## src/rtl/fuzz_mem_pkg.sv

```systemverilog
// Shared types and constants for the fuzzing memory model.
package fuzz_mem_pkg;

    typedef enum logic [1:0] {
        IDLE = 2'd0,
        WAIT = 2'd1,
        RESP = 2'd2
    } state_t;

    // Galois feedback mask for x^32 + x^22 + x^2 + x + 1 (right-shifting form)
    localparam logic [31:0] LFSR_TAPS      = 32'h8020_0003;
    localparam logic [31:0] DEF_INSTR_FILL = 32'h0000_0013;
    localparam logic [31:0] DEF_LFSR_SEED  = 32'hACE1_2468;

endpackage

```

## src/rtl/fuzz_mem_lfsr.sv

```systemverilog
// Galois LFSR with synchronous reload of its seed and an advance enable.
module fuzz_mem_lfsr
    import fuzz_mem_pkg::*;
#(
    parameter int               WIDTH = 32,
    parameter logic [WIDTH-1:0] SEED  = WIDTH'(DEF_LFSR_SEED),
    parameter logic [WIDTH-1:0] TAPS  = WIDTH'(LFSR_TAPS)
) (
    input  logic             clk,
    input  logic             rst,
    input  logic             en,
    output logic [WIDTH-1:0] q
);

    // Shift toward bit 0 and fold the outgoing bit into the tap positions
    always_ff @(posedge clk) begin
        if (rst) begin
            q <= SEED;
        end else if (en) begin
            q <= (q >> 1) ^ (q[0] ? TAPS : '0);
        end
    end

endmodule

```

## config.mk

```make
export PLATFORM = sky130hd
export DESIGN_NAME = fuzz_mem_lfsr
export DESIGN_NICKNAME = d
export VERILOG_FILES = /design/src/rtl/fuzz_mem_pkg.sv /design/src/rtl/fuzz_mem_lfsr.sv
export SDC_FILE = /design/constraint.sdc
export NUM_CORES = 1
export LEC_CHECK = 0
export CAP_MARGIN = 0
export CORE_ASPECT_RATIO = 1.5
export CORE_MARGIN = 2
export CORE_UTILIZATION = 45
export DETAILED_ROUTE_END_ITERATION = 8
export DONT_BUFFER_PORTS = 1
export HOLD_SLACK_MARGIN = 0.12
export PLACE_DENSITY = 0.71
export SLEW_MARGIN = 15
export SYNTH_ARGS = -nofsm -noshare
export SYNTH_HDL_FRONTEND = slang
export SYNTH_SLANG_ARGS = --single-unit
export TNS_END_PERCENT = 30
```

## constraint.sdc

```tcl
create_clock -name clk -period 2.2 [get_ports clk]
set_input_delay 0.66 -clock clk [delete_from_list [all_inputs] [get_ports clk]]
set_output_delay 0.66 -clock clk [all_outputs]
set_load 0.05 [all_outputs]
```

* Word level (Yosys, flattened, before mapping) *
Cells that the tools add are included.
Widths: inputs -> output; s select.

word-level totals
  bits in registers = 32
  bits of input ports = 3

operators by class
  multiplexer cells = 1
  bitwise logic cells = 1

operators by type and width
  kind            count
  $mux 32         1
  $xor 31x32->32  1

* Depth between registers and ports, before layout *
  depth after elaboration = 2
  mapped depth = 4
  depth with buffers taken out = 2

* Worst setup path before layout *
No wires, ideal clock.

  kind = reg-to-output
  start point = reg q[0]
  end point = out q[0]
  data arrival time = 0.687 ns
  slack = 0.853 ns
  stages on the path, launching flop included = 1
  path through = dfxtp_1

RTL lines
  item                    RTL line             text
  start, declared         fuzz_mem_lfsr.sv:12  output logic [WIDTH-1:0] q
  start signal, assigned  fuzz_mem_lfsr.sv:20  q <= (q >> 1) ^ (q[0] ? TAPS : '0);

No word-level cell between the ends.

* Worst setup path in the final report *
  start point = reg q[1]
  end point = out q[1]

No word-level cell between the ends.

==> results by group <==
Timing
  – Worst Skew: approximately 5.0 ps
  – Fin crit period: 1650 ps
  – Final Hold Viols: 0
  – PnR worst setup slack: roughly 550 ps
  – Slew @ Worst Pin: between 600 and 700 ps
  – Setup_tns: 0 ps
  – Crit share post-route: between 70 and 80%
  – Slew headroom: roughly three fifths
  – Setup violators final: 0
  – RSZ-0062 raised after global routing: no
  – Pins Over Slew Limit: 0
  – FMAX: between 600 and 700 MHz

Detailed routing
  – Remaining antenna violation count: 0
  – Drt initial violations: 17
  – DRC viols: 0
  – Total vias in the final route: between 700 and 800
  – DR vias/cell: about 5.0
  – Routed wire length per instance: about 14 um
  – Final wirelength: approximately 2.0 mm
  – Drt first pass iters: 4

Min path
  – HP Start: rst
  – Hold crit path type: in2reg
  – Sink of the worst hold path: q[0]
  – Hold path cells: 1

Yosys
  – Simple-gate area share of the yosys netlist: roughly 11%
  – Largest family of logic cells by synthesized area: multiplexers
  – Sequential share of the synthesized area: 52.9%
  – Number of synthesized register bits: 32
  – Syn avg cell area: 11.3 um2
  – Post-synthesis cell area: 1210 um2
  – Post-synthesis mux area share: 24.0%
  – Synth Area in XOR/XNOR: under 10%
  – Yosys cell types: 16
  – Synth Area in Compound Gates: roughly 3.1%
  – Mapped Cells: between 100 and 150
  – Syn Nets: 110
  – Syn. warnings: 0
  – Post-Synth Adder-Cell Area: 0%

Placed design
  – DP Worst Slack: 838 ps
  – Routability-driven placement congestion ratio: ~0.62
  – Dpl hpwl: ~1.3 mm
  – Port buffer count: 0

Global routing
  – Overflow after GRT: 0
  – Initial antenna violation count: 0
  – Vias in the first global route: 705
  – Global-route wire length before repair: around 3.3 mm
  – Global Route Usage Sum: between 10% and 20%
  – Largest net degree at the start of global routing: 36

Setup path
  – CP max FO: 4
  – FF-to-FF setup slack: 900 ps
  – Crit path kind: reg2out
  – CP startpoint kind: flop
  – Reg2reg start: q[0]
  – R2R depth: 3
  – Crit path DAT: just under 1000 ps
  – FF-to-FF End: q[1]
  – CP Capture Type: output port
  – Required time of the critical path: 1540 ps

Finish
  – Fin nets: around 110
  – Max reg flops: 32
  – Number of inserted diodes: 0
  – Top reg by flops: q
  – Area growth from synthesis to layout: 6.41%
  – Largest regs: q (32)
  – Layout cells sized above 1: between 10 and 15%

Clock network
  – CTS sink count: 32
  – CTS tree: built
  – CTS Buffer Depth: 2
  – CTS Hold Bufs: 0
  – Worst skew pair latency: between 200 and 300 ps
  – CTS H-tree depth: 2
  – CTS Buf Count: 5
  – Worst-path clk slew: 60 ps
  – CTS Root Cell: clkbuf_8
  – PostCTS Resize Cnt: 0
  – Setup bufs post-CTS: 0

Die
  – # IOs: 35
  – Core area: 2620 um2
  – # rows: 23
  – Die outline area: 3130 um2
  – Initial core utilization: between 40% and 50%
  – Die width: 46.4 um
  – Die Y: 67.5 um

Power
  – Leak Pwr: 0.590 nW
  – Pwr/cell area: 1080 nW/um2
  – Worst IR Drop VDD: 0.513 mV

Status
  – Outcome: completed

Run
  – Maxcap violations: 0
worst max path at each step:
stage | from | to | slack [ps] | cells after the start
5_1_grt | q[1] | q[1] | 500 | 0
2_1_floorplan | q[0] | q[0] | 850 | 0
3_5_place_dp | q[1] | q[1] | 840 | 0
4_1_cts | q[1] | q[1] | 530 | 0
6_report | q[1] | q[1] | 550 | 0
3_3_place_gp | q[1] | q[1] | 850 | 0
per-layer routing:
metal	routed length, um	share of wire [%]	GRT usage (%)
met1	799	39	15.6
met2	1040	51	24.3
met4	55	2.7	9.64
met3	140	6.9	8.56
met5	0	0	0
power by group:
part / internal [W] / switching [W]
sequential: 0.000619 / 0.000172
combinational: 0.0000432 / 0.0000278
clock: 0.000335 / 0.000197
per-stage QoR:
stage | instances | util [%] | power [W] | hold WS [ps] | instance area [um2]
finish | 146 | 49.2 | 0.00139 | 440 | 1290
detailed placement | 138 | 45.1 | 0.000877 | 727 | 1180
global placement | 138 | 45.1 | 0.000872 | 727 | 1180
floorplan | 107 | - | 0.000888 | 748 | 1210
global route | 146 | 49.2 | 0.00145 | 425 | 1290
CTS | 146 | 49.2 | 0.00142 | 429 | 1290
cell usage in the layout (no fill, tap or decap), types with 2 or more instances in the layout:
cell type,synthesis,routed
clkbuf_8,0,5
dfxtp_1,32,32
mux2i_1,29,29
nand2_1,12,12
nor2_1,18,18
xnor2_1,2,2
synth_stat cells:
library cell,number,area share (%)
dfxtp_1,32,53
mux2i_1,29,24
nor2_1,18,5.6
nand2_1,12,3.7
buf_12,3,5.0
clkbuf_1,2,0.62
xnor2_1,2,1.4
a211oi_2,1,1.0
a21bo_2,1,0.83
a21oi_2,1,0.72
a31oi_1,1,0.52
buf_2,1,0.41
buf_6,1,0.93
inv_1,1,0.31
nand3b_4,1,1.7
nor3_1,1,0.41
final cells by class:
cell class	count	area [um2]
multi-input cells	67	483
flip-flops and latches	32	641
repair buffers	1	7.51
clock buffers	6	72.6
inverters	1	3.75
clock inverters	2	35.0
fillers	243	1330
well taps	37	46.3
cell families (layout without fill, tap and decap cells):
logic type,Yosys count,in the layout
and+or+nand+nor,32,32
DFF,32,32
AOI/OAI and AO/OA,4,4
xor gates and xnor gates,2,2
muxes,29,29
buffers and inverters,8,10
No activity file was read; power rests on OpenSTA's default activity.
